[config.mk]
export PLATFORM = sky130hd
export DESIGN_NAME = intr_gateway_arb_flat
export DESIGN_NICKNAME = d
export VERILOG_FILES = /design/src/rtl/intr_gateway_arb_pkg.sv /design/src/rtl/intr_gateway_arb_if.sv /design/src/rtl/intr_gateway_arb_gateway.sv /design/src/rtl/intr_gateway_arb.sv /design/src/flat_wrapper.sv
export SDC_FILE = /design/constraint.sdc
export NUM_CORES = 1
export LEC_CHECK = 0
export BUFFER_PORTS_ARGS = -buffer_cell sky130_fd_sc_hd__buf_2
export CAP_MARGIN = 20
export CORE_ASPECT_RATIO = 0.5
export CORE_UTILIZATION = 40
export CTS_CLUSTER_DIAMETER = 200
export DETAILED_ROUTE_END_ITERATION = 8
export PLACE_DENSITY = 0.65
export SLEW_MARGIN = 20
export SYNTH_ARGS = -nofsm -noshare
export SYNTH_HDL_FRONTEND = slang
export SYNTH_SLANG_ARGS = --single-unit
[constraint.sdc]
create_clock -name clk_i -period 20.1 [get_ports clk_i]
set_input_delay 1.005 -clock clk_i [delete_from_list [all_inputs] [get_ports clk_i]]
set_output_delay 1.005 -clock clk_i [all_outputs]
set_load 0.02 [all_outputs]
[src/rtl/intr_gateway_arb_pkg.sv]
// Shared types and constants for the interrupt gateway/arbiter:
// gateway state encoding {ip, ia}, the "no interrupt" ID and the ID width helper.
package intr_gateway_pkg;

   localparam int unsigned ID_NONE = 0;

   // Bit 1 is the pending flag, bit 0 the in-service flag.
   typedef enum logic [1:0] {
      GW_IDLE    = 2'b00,
      GW_PENDING = 2'b10,
      GW_ACTIVE  = 2'b01
   } gw_state_e;

   function automatic int id_width(input int n);
      return $clog2(n + 1);
   endfunction

endpackage

[src/rtl/intr_gateway_arb_if.sv]
// Target-side claim/complete handshake and interrupt request bundle.
interface intr_gateway_arb_if #(
   parameter int IdW = 4
) ();

   logic           claim_i;
   logic [IdW-1:0] claim_id_o;
   logic           complete_i;
   logic [IdW-1:0] complete_id_i;
   logic           irq_o;
   logic [IdW-1:0] irq_id_o;

   modport master (
      output claim_i, complete_i, complete_id_i,
      input  claim_id_o, irq_o, irq_id_o
   );

   modport slave (
      input  claim_i, complete_i, complete_id_i,
      output claim_id_o, irq_o, irq_id_o
   );

endinterface

[src/rtl/intr_gateway_arb_gateway.sv]
// Per-source gateway: level/edge event detection and the IDLE/PENDING/ACTIVE machine
// that blocks re-pending while the source is in service.
module intr_gateway
   import intr_gateway_pkg::*;
(
   input  logic clk_i,
   input  logic rst_i,
   input  logic src_i,
   input  logic le_i,
   input  logic claim_hit_i,
   input  logic complete_hit_i,
   output logic ip_o
);

   logic      src_d, src_q;
   logic      event_w;
   gw_state_e state_d, state_q;

   always_comb begin
      src_d   = src_i;
      event_w = le_i ? (src_i & ~src_q) : src_i;
      state_d = state_q;
      // Events seen outside IDLE are dropped, including one coinciding with completion.
      case (state_q)
         GW_IDLE:    if (event_w)        state_d = GW_PENDING;
         GW_PENDING: if (claim_hit_i)    state_d = GW_ACTIVE;
         GW_ACTIVE:  if (complete_hit_i) state_d = GW_IDLE;
         default:                        state_d = GW_IDLE;
      endcase
   end

   always_ff @(posedge clk_i) begin
      if (rst_i) begin
         src_q   <= 1'b0;
         state_q <= GW_IDLE;
      end else begin
         src_q   <= src_d;
         state_q <= state_d;
      end
   end

   assign ip_o = (state_q == GW_PENDING);

endmodule

[src/rtl/intr_gateway_arb.sv]
// Interrupt gateway array plus registered max-priority arbiter for a single target.
module intr_gateway_arb
   import intr_gateway_pkg::*;
#(
   parameter int N     = 8,
   parameter int PrioW = 2,
   parameter int IdW   = id_width(N)
) (
   input  logic               clk_i,
   input  logic               rst_i,
   input  logic [N-1:0]       src_i,
   input  logic [N-1:0]       le_i,
   input  logic [N-1:0]       ie_i,
   input  logic [N*PrioW-1:0] prio_i,
   input  logic [PrioW-1:0]   threshold_i,
   output logic [N-1:0]       ip_o,
   intr_gateway_arb_if.slave  tgt
);

   logic [N-1:0]     claim_hit;
   logic [N-1:0]     complete_hit;
   logic [IdW-1:0]   irq_id_d, irq_id_q;
   logic             irq_d, irq_q;
   logic [PrioW-1:0] best_prio;

   // ID 0 and IDs above N match no gateway, so such claims/completes fall through.
   for (genvar gi = 0; gi < N; gi++) begin : g_src
      localparam logic [IdW-1:0] SrcId = IdW'(gi + 1);

      assign claim_hit[gi]    = tgt.claim_i    & (tgt.claim_id_o    == SrcId);
      assign complete_hit[gi] = tgt.complete_i & (tgt.complete_id_i == SrcId);

      intr_gateway u_gw (
         .clk_i          (clk_i),
         .rst_i          (rst_i),
         .src_i          (src_i[gi]),
         .le_i           (le_i[gi]),
         .claim_hit_i    (claim_hit[gi]),
         .complete_hit_i (complete_hit[gi]),
         .ip_o           (ip_o[gi])
      );
   end

   // Strict '>' keeps the lowest index on ties; best_prio starts at 0, which no candidate has.
   always_comb begin
      irq_id_d  = IdW'(ID_NONE);
      best_prio = '0;
      for (int k = 0; k < N; k++) begin
         if (ip_o[k] && ie_i[k]
             && (prio_i[k*PrioW +: PrioW] > threshold_i)
             && (prio_i[k*PrioW +: PrioW] > best_prio)) begin
            best_prio = prio_i[k*PrioW +: PrioW];
            irq_id_d  = IdW'(k + 1);
         end
      end
      irq_d = (irq_id_d != IdW'(ID_NONE));
   end

   always_ff @(posedge clk_i) begin
      if (rst_i) begin
         irq_id_q <= '0;
         irq_q    <= 1'b0;
      end else begin
         irq_id_q <= irq_id_d;
         irq_q    <= irq_d;
      end
   end

   assign tgt.irq_id_o   = irq_id_q;
   assign tgt.irq_o      = irq_q;
   assign tgt.claim_id_o = irq_id_q;

endmodule
[src/flat_wrapper.sv]
// flat-port wrapper written by rule: the top's interface ports become plain ports
module intr_gateway_arb_flat import intr_gateway_pkg::*;
#(
   parameter int N     = 8,
   parameter int PrioW = 2,
   parameter int IdW   = id_width(N)
)
  (clk_i, rst_i, src_i, le_i, ie_i, prio_i, threshold_i, ip_o, tgt_claim_i, tgt_complete_i, tgt_complete_id_i, tgt_claim_id_o, tgt_irq_o, tgt_irq_id_o);
  intr_gateway_arb_if #(.IdW(IdW)) tgt_i ();
  input  logic clk_i;
  input  logic rst_i;
  input  logic [N-1:0] src_i;
  input  logic [N-1:0] le_i;
  input  logic [N-1:0] ie_i;
  input  logic [N*PrioW-1:0] prio_i;
  input  logic [PrioW-1:0] threshold_i;
  output logic [N-1:0] ip_o;
  input wire logic [$bits(tgt_i.claim_i)-1:0] tgt_claim_i;
  input wire logic [$bits(tgt_i.complete_i)-1:0] tgt_complete_i;
  input wire logic [$bits(tgt_i.complete_id_i)-1:0] tgt_complete_id_i;
  output wire logic [$bits(tgt_i.claim_id_o)-1:0] tgt_claim_id_o;
  output wire logic [$bits(tgt_i.irq_o)-1:0] tgt_irq_o;
  output wire logic [$bits(tgt_i.irq_id_o)-1:0] tgt_irq_id_o;
  assign tgt_i.claim_i = tgt_claim_i;
  assign tgt_i.complete_i = tgt_complete_i;
  assign tgt_i.complete_id_i = tgt_complete_id_i;
  assign tgt_claim_id_o = tgt_i.claim_id_o;
  assign tgt_irq_o = tgt_i.irq_o;
  assign tgt_irq_id_o = tgt_i.irq_id_o;
  intr_gateway_arb #(.N(N), .PrioW(PrioW), .IdW(IdW)) u_core (.clk_i(clk_i), .rst_i(rst_i), .src_i(src_i), .le_i(le_i), .ie_i(ie_i), .prio_i(prio_i), .threshold_i(threshold_i), .ip_o(ip_o), .tgt(tgt_i));
endmodule
==> results of run 1 <==
-- per-layer routing --
metal  routed length (um)  up-vias  GRT usage (%)
met4                   57        0           7.81
li1                     -     1136              -
met5                    0        -              0
met2                 2620       45           33.3
met3                  231        6           5.50
met1                 2880     1032           27.4
-- synth_stat cells (2+ instances only) --
cell type | instances | area (um^2)
a2111oi_0 | 3 | 26.3
a211oi_1 | 2 | 15.0
a21oi_1 | 18 | 90.1
a22oi_1 | 3 | 22.5
a31oi_1 | 14 | 87.6
a32oi_1 | 4 | 35.0
and3_1 | 2 | 12.5
and3b_1 | 3 | 26.3
buf_4 | 12 | 90.1
clkbuf_1 | 4 | 15.0
dfxtp_1 | 29 | 581
ha_1 | 26 | 325
inv_1 | 18 | 67.6
mux2_4 | 2 | 30.0
nand2_1 | 26 | 97.6
nand3_1 | 4 | 20.0
nand4_1 | 3 | 18.8
nor2_1 | 22 | 82.6
nor2b_1 | 24 | 150
nor2b_4 | 3 | 41.3
nor3_1 | 10 | 50.1
nor3b_1 | 2 | 15.0
nor4_1 | 2 | 12.5
o2111ai_1 | 3 | 26.3
o211a_1 | 2 | 20.0
o211ai_1 | 3 | 22.5
o21ai_0 | 7 | 35.0
o22ai_1 | 3 | 18.8
or2_2 | 2 | 12.5
-- per-stage QoR --
| step | area (um^2) | cells | total power, W | util, % |
|---|---|---|---|---|
| final | 2770 | 410 | 0.000182 | 50.2 |
| after global placement | 2630 | 402 | 0.000112 | 47.6 |
| after global routing | 2770 | 410 | 0.000194 | 50.2 |
| after floorplan | 2310 | 279 | 0.000100 | - |
| after detailed placement | 2630 | 402 | 0.000114 | 47.6 |
| after CTS | 2770 | 410 | 0.000184 | 50.2 |
-- power by group --
part	leakage, nW	switching (W)	total [W]	internal (W)
logic	1.01	0.0000283	0.0000494	0.0000211
clock network	0.0706	0.0000235	0.0000687	0.0000452
registers	0.239	0.00000269	0.0000637	0.0000610
-- sequential cells by signal (all words and copies together) (netlist names) --
signal and count:
u_core.g_src.u_gw.src_q 8, u_core.tgt.claim_id_o 4, u_core.tgt.irq_o 1, u_core.g_src.u_gw.state_q 16
-- final cells by class --
class,instances,area [um^2]
clock buffers,6,129
clock inverters,2,10.0
fillers,537,2750
inverters,18,67.6
multi-input cells,216,1560
flip-flops and latches,29,581
well taps,73,91.3
repair buffers,66,330
-- cell families after synthesis --
logic type	Yosys count	synth area share, %
flip-flops	29	25.1
multiplexers	3	1.73
AND/OR/NAND/NOR	113	27.1
AO/OA/AOI/OAI	74	24.5
buffers and inverters	34	7.47
adder cells (fa/ha/maj)	26	14.1
-- worst max path at each step --
stage | start | to | depth (start not counted)
3_3_place_gp | threshold_i[1] | u_core.tgt.claim_id_o[1]$_SDFF_PP0_ | 49
6_report | threshold_i[1] | u_core.tgt.claim_id_o[1]$_SDFF_PP0_ | 48
3_5_place_dp | threshold_i[1] | u_core.tgt.claim_id_o[1]$_SDFF_PP0_ | 49
4_1_cts | threshold_i[1] | u_core.tgt.claim_id_o[1]$_SDFF_PP0_ | 48
5_1_grt | threshold_i[1] | u_core.tgt.claim_id_o[1]$_SDFF_PP0_ | 49
2_1_floorplan | threshold_i[1] | u_core.tgt.claim_id_o[1]$_SDFF_PP0_ | 48
==> metrics.md, run 1 <==
| Metric | Value |
|---|---|
| Pleak | `1.32 nW` |
| # diodes | `0` |
| Number of global-route vias before repair | `between 2,000 and 2,500` |
| Vias per inst | `5.41` |
| GRT Overall Usage | `21.0%` |
| Pre-CTS WS | `8.74 ns` |
| Peak Freq | `0.0890 GHz` |
| Cell mode on critical path | `ha_1` |
| Worst setup EP type | `register` |
| Share of post-route cells with drive strength above 1 | `26.7%` |
| Worst setup SP type | `input port` |
| Remaining global-route overflow | `0` |
| DP HPWL | `4650 um` |
| Number of enable flip-flop cells after synthesis | `0` |
| Routed len/inst | `14.1 um` |
| CTS root buf | `clkbuf_16` |
| Clock Sinks | `29` |
| Syn nets | `355` |
| Primary FF master, synth | `dfxtp_1` |
| #FFs+latches synth | `29` |
| WP buf/inv | `3` |
| H-Tree Depth | `2` |
| First-pass GRT wire length | `9970 um` |
| Slowest stage cell, crit path | `a2111oi_0` |
| Routed wire length | `approximately 5800 um` |
| Clk buf depth | `2` |
| Delay-heaviest family, CP | `compound AO/OA/AOI/OAI gates` |
| Min-Delay Endpoint | `u_core.g_src[6].u_gw.state_q[1]$_SDFFE_PP0P_` |
| TNS Setup | `0 ns` |
| Final Skew | `~0.0046 ns` |
| Hold Startpoint | `u_core.g_src[6].u_gw.state_q[0]$_SDFFE_PP0P_` |
| Post-synth ARST share | `0%` |
| Largest stage delay, worst path | `0.52 ns` |
| Crit Path Category | `input port to register` |
| R2R Path Start | `u_core.g_src[0].u_gw.state_q[1]$_SDFFE_PP0P_` |
| YS warnings | `0` |
| Iteration-0 DRC count of the detailed router | `between 80 and 90` |
| Area grow syn2layout | `19.7%` |
| Worst setup margin | `8.87 ns` |
| Setup Viol. Count Final | `0` |
| Core area | `5520 um^2` |
| Critical Path AT | `11.42 ns` |
| Initial antenna violation count | `0` |
| Drt first pass iters | `4` |
| Clk Latency, worst-skew pair | `0.27 ns` |
| Port buffer count | `66` |
| RSZ-0062 raised after global routing | `no` |
| Most common cell after layout, fill and taps aside | `buf_2` |
| Placement Rows | `19` |
| Antenna-violating nets left | `0` |
| Final hold slack | `~0.46 ns` |
| Die area | `around 6100 um^2` |
| Maximum fanout along the worst path | `8` |
| Post-Syn Instances | `between 200 and 300` |
| Most frequent cells in the layout | `buf_2, dfxtp_1, nand2_1, ha_1, nor2b_1` |
| Chip width | `about 110 um` |
| Number of buffers created by CTS | `5` |
| Setup Fix Bufs, Post-CTS | `0` |
| Setup slack, reg-to-reg | `9.81 ns` |
| Period utilization | `a little under three fifths` |
| Die Height | `between 50 and 60 um` |
| Slew @ Worst Pin | `0.796 ns` |
| Status | `completed` |
| Total number of vias | `~2,200` |
| Hold Vio Cnt, Final | `0` |
| Yosys cell types | `52` |
| TritonCTS clock tree | `done` |
| Register area share after synthesis | `25.1%` |
| Max Cap Viol | `0` |
| Count of pins over their slew limit | `0` |
| Pwr dens | `65.7 nW/um^2` |
| Worst reg-to-reg path cell count | `45` |
| Resized cells post-CTS | `0` |
| HP Class | `register to register` |
| Mapped Area | `roughly 2300 um^2` |
| R2R Path End | `u_core.tgt.claim_id_o[1]$_SDFF_PP0_` |
| Relative slew slack | `46.8%` |
| Max VDD drop | `0.0454 mV` |
| Fin nets | `412` |
| CP required | `roughly 20 ns` |
| Hold path cells | `1` |
| DR DRC count | `0` |
| Largest net degree at the start of global routing | `28` |
| GPL Wtd Cong | `roughly 0.83` |
| Clock transition at path regs | `0.05 ns` |
| Period minus WS final | `around 11 ns` |
| Io pins | `between 60 and 70` |
| Mean Syn Cell Area | `8.28 um^2` |
| Post-CTS Hold Buffers | `0` |
| Initial Utilization | `41.9%` |
Note: power is estimated with default switching activity, not from simulation.
==> run 2, diff against run 1 <==
--- a/config.mk
+++ b/config.mk
@@ -11,7 +11,7 @@
 export CORE_UTILIZATION = 40
 export CTS_CLUSTER_DIAMETER = 200
 export DETAILED_ROUTE_END_ITERATION = 8
-export PLACE_DENSITY = 0.65
+export PLACE_DENSITY = 0.68
 export SLEW_MARGIN = 20
 export SYNTH_ARGS = -nofsm -noshare
 export SYNTH_HDL_FRONTEND = slang
==> constraint.sdc (replaced) <==
create_clock -name clk_i -period 10.2 [get_ports clk_i]
set_input_delay 0.51 -clock clk_i [delete_from_list [all_inputs] [get_ports clk_i]]
set_output_delay 0.51 -clock clk_i [all_outputs]
set_load 0.02 [all_outputs]
==> run 2 against run 1 <==
  * Register-to-register slack worse by 9.0 ns
  * Clock power rose by 100%
  * Via count is 4.1% higher
  * Clock skew decreased by 0.0013 ns
==> metrics.md, run 2 (same netlist as run 1, synthesis figures left out) <==
| Metric | Value |
|---|---|
| Die Height | `between 50 and 60 um` |
| Drt first pass iters | `4` |
| Final Util | `between 50% and 60%` |
| Max VDD drop | `0.0968 mV` |
| Antenna-violating nets left | `0` |
| Io pins | `67` |
| Largest net degree at the start of global routing | `28` |
| Maximum fanout along the worst path | `5` |
| Clock transition at path regs | `0.05 ns` |
| HP Class | `register to register` |
| Pre-CTS WS | `-0.150 ns` |
| Min-Delay Endpoint | `u_core.g_src[6].u_gw.state_q[1]$_SDFFE_PP0P_` |
| Number of buffers created by CTS | `5` |
| Worst setup EP type | `register` |
| Largest Register | `u_core.g_src.u_gw.state_q` |
| Final Skew | `between 0.003 and 0.004 ns` |
| CP required | `~10 ns` |
| R2R Path End | `u_core.tgt.claim_id_o[1]$_SDFF_PP0_` |
| Worst setup margin | `0.556 ns` |
| Period minus WS final | `9.64 ns` |
| CTS root buf | `clkbuf_16` |
| Status | `completed` |
| Slowest stage cell, crit path | `or3_4` |
| Pleak | `1.37 nW` |
| R2R Path Start | `u_core.g_src[0].u_gw.state_q[1]$_SDFFE_PP0P_` |
| Chip width | `roughly 110 um` |
| Peak Freq | `0.104 GHz` |
| Crit Path Category | `input port to register` |
| Vias per inst | `around 5.5` |
| Clock Sinks | `29` |
| TNS Setup | `0 ns` |
| # diodes | `0` |
| Remaining global-route overflow | `0` |
| Initial antenna violation count | `0` |
| Routed wire length | `6010 um` |
| TritonCTS clock tree | `done` |
| Routed len/inst | `roughly 14 um` |
| Relative slew slack | `49.5%` |
| Clk buf depth | `2` |
| Most frequent cells in the layout | `buf_2, dfxtp_1, nand2_1, ha_1, nor2b_1` |
| Largest stage delay, worst path | `0.40 ns` |
| DP HPWL | `4740 um` |
| Max Cap Viol | `0` |
| Period utilization | `94.5%` |
| DR DRC count | `0` |
| Hold Startpoint | `u_core.g_src[6].u_gw.state_q[0]$_SDFFE_PP0P_` |
| GRT Overall Usage | `21.5%` |
| Final hold slack | `0.456 ns` |
| Port buffer count | `66` |
| Delay-heaviest family, CP | `compound AO/OA/AOI/OAI gates` |
| Critical Path AT | `9.84 ns` |
| GPL Wtd Cong | `0.863` |
| Cell mode on critical path | `ha_1` |
| Count of pins over their slew limit | `0` |
| Max reg flops | `16` |
| Placement Rows | `19` |
| First-pass GRT wire length | `10,200 um` |
| Setup slack, reg-to-reg | `about 0.8 ns` |
| Slew @ Worst Pin | `0.756 ns` |
| Number of global-route vias before repair | `2,212` |
| H-Tree Depth | `2` |
| Area grow syn2layout | `25.3%` |
| Initial Utilization | `41.9%` |
| Total number of vias | `2,309` |
| Share of post-route cells with drive strength above 1 | `30.8%` |
| Hold Vio Cnt, Final | `0` |
| Fin nets | `420` |
| Die area | `about 6100 um^2` |
| Worst reg-to-reg path cell count | `45` |
| Core area | `roughly 5500 um^2` |
| Clk Latency, worst-skew pair | `between 0.2 and 0.3 ns` |
| Hold path cells | `1` |
| Setup Viol. Count Final | `0` |
| Iteration-0 DRC count of the detailed router | `104` |
| Pwr dens | `128 nW/um^2` |
| Worst setup SP type | `input port` |
| WP buf/inv | `3` |
| Most common cell after layout, fill and taps aside | `buf_2` |
[run 2: cell types whose count changed in the layout (fill, tap and decap cells not counted), moves of 2 or more]
cell	previous run	this run
clkinv_2	2	0
a2111oi_0	3	0
a2111oi_2	0	2
buf_4	0	8
nor2_2	0	2
nor2_1	22	20
[run 2: power by group]
group | internal, W | total, W | switching [W]
Clock | 0.0000951 | 0.000140 | 0.0000444
Sequential | 0.000120 | 0.000126 | 0.00000540
Combinational | 0.0000451 | 0.000104 | 0.0000591
[run 2: worst max-delay path by stage]
stage                   startpoint                                   to  slack (ns)  cells past startpoint
global placement         prio_i[1]  u_core.tgt.claim_id_o[1]$_SDFF_PP0_        0.28                     47
floorplan           threshold_i[1]  u_core.tgt.claim_id_o[1]$_SDFF_PP0_        0.61                     48
global route             prio_i[0]  u_core.tgt.claim_id_o[1]$_SDFF_PP0_       -0.04                     48
finish                   prio_i[0]  u_core.tgt.claim_id_o[1]$_SDFF_PP0_        0.56                     48
detailed placement       prio_i[1]  u_core.tgt.claim_id_o[1]$_SDFF_PP0_       -0.15                     47
CTS                      prio_i[1]  u_core.tgt.claim_id_o[1]$_SDFF_PP0_        0.07                     47
[run 2: per-stage QoR]
stage | instances | power, W | cell area [um^2]
global route | 417 | 0.000391 | 2900
CTS | 415 | 0.000367 | 2820
floorplan | 279 | 0.000197 | 2310
finish | 417 | 0.000369 | 2900
detailed placement | 408 | 0.000225 | 2670
global placement | 408 | 0.000222 | 2670
[run 2: final cells by class]
class / instances / area, um^2
inverter: 18 / 67.6
tap: 73 / 91.3
fill: 548 / 2620
sequential: 29 / 581
multi-input combinational: 216 / 1620
timing repair buffer: 74 / 390
clock buffer: 7 / 143
[run 2: timing repair]
action	CTS	global route
buffers inserted	0	2
hold buffers	0	0
endpoints found under the setup margin	0	5
resized for setup	0	15
[run 2: layer usage]
metal,wire length [um],share of wire [%],up-vias,track usage (%)
met1,2690,45,1072,29.3
met3,401,6.7,6,4.33
met2,2850,47,76,34.4
met5,0,0,-,0
li1,-,-,1155,-
met4,61,1.0,0,6.29
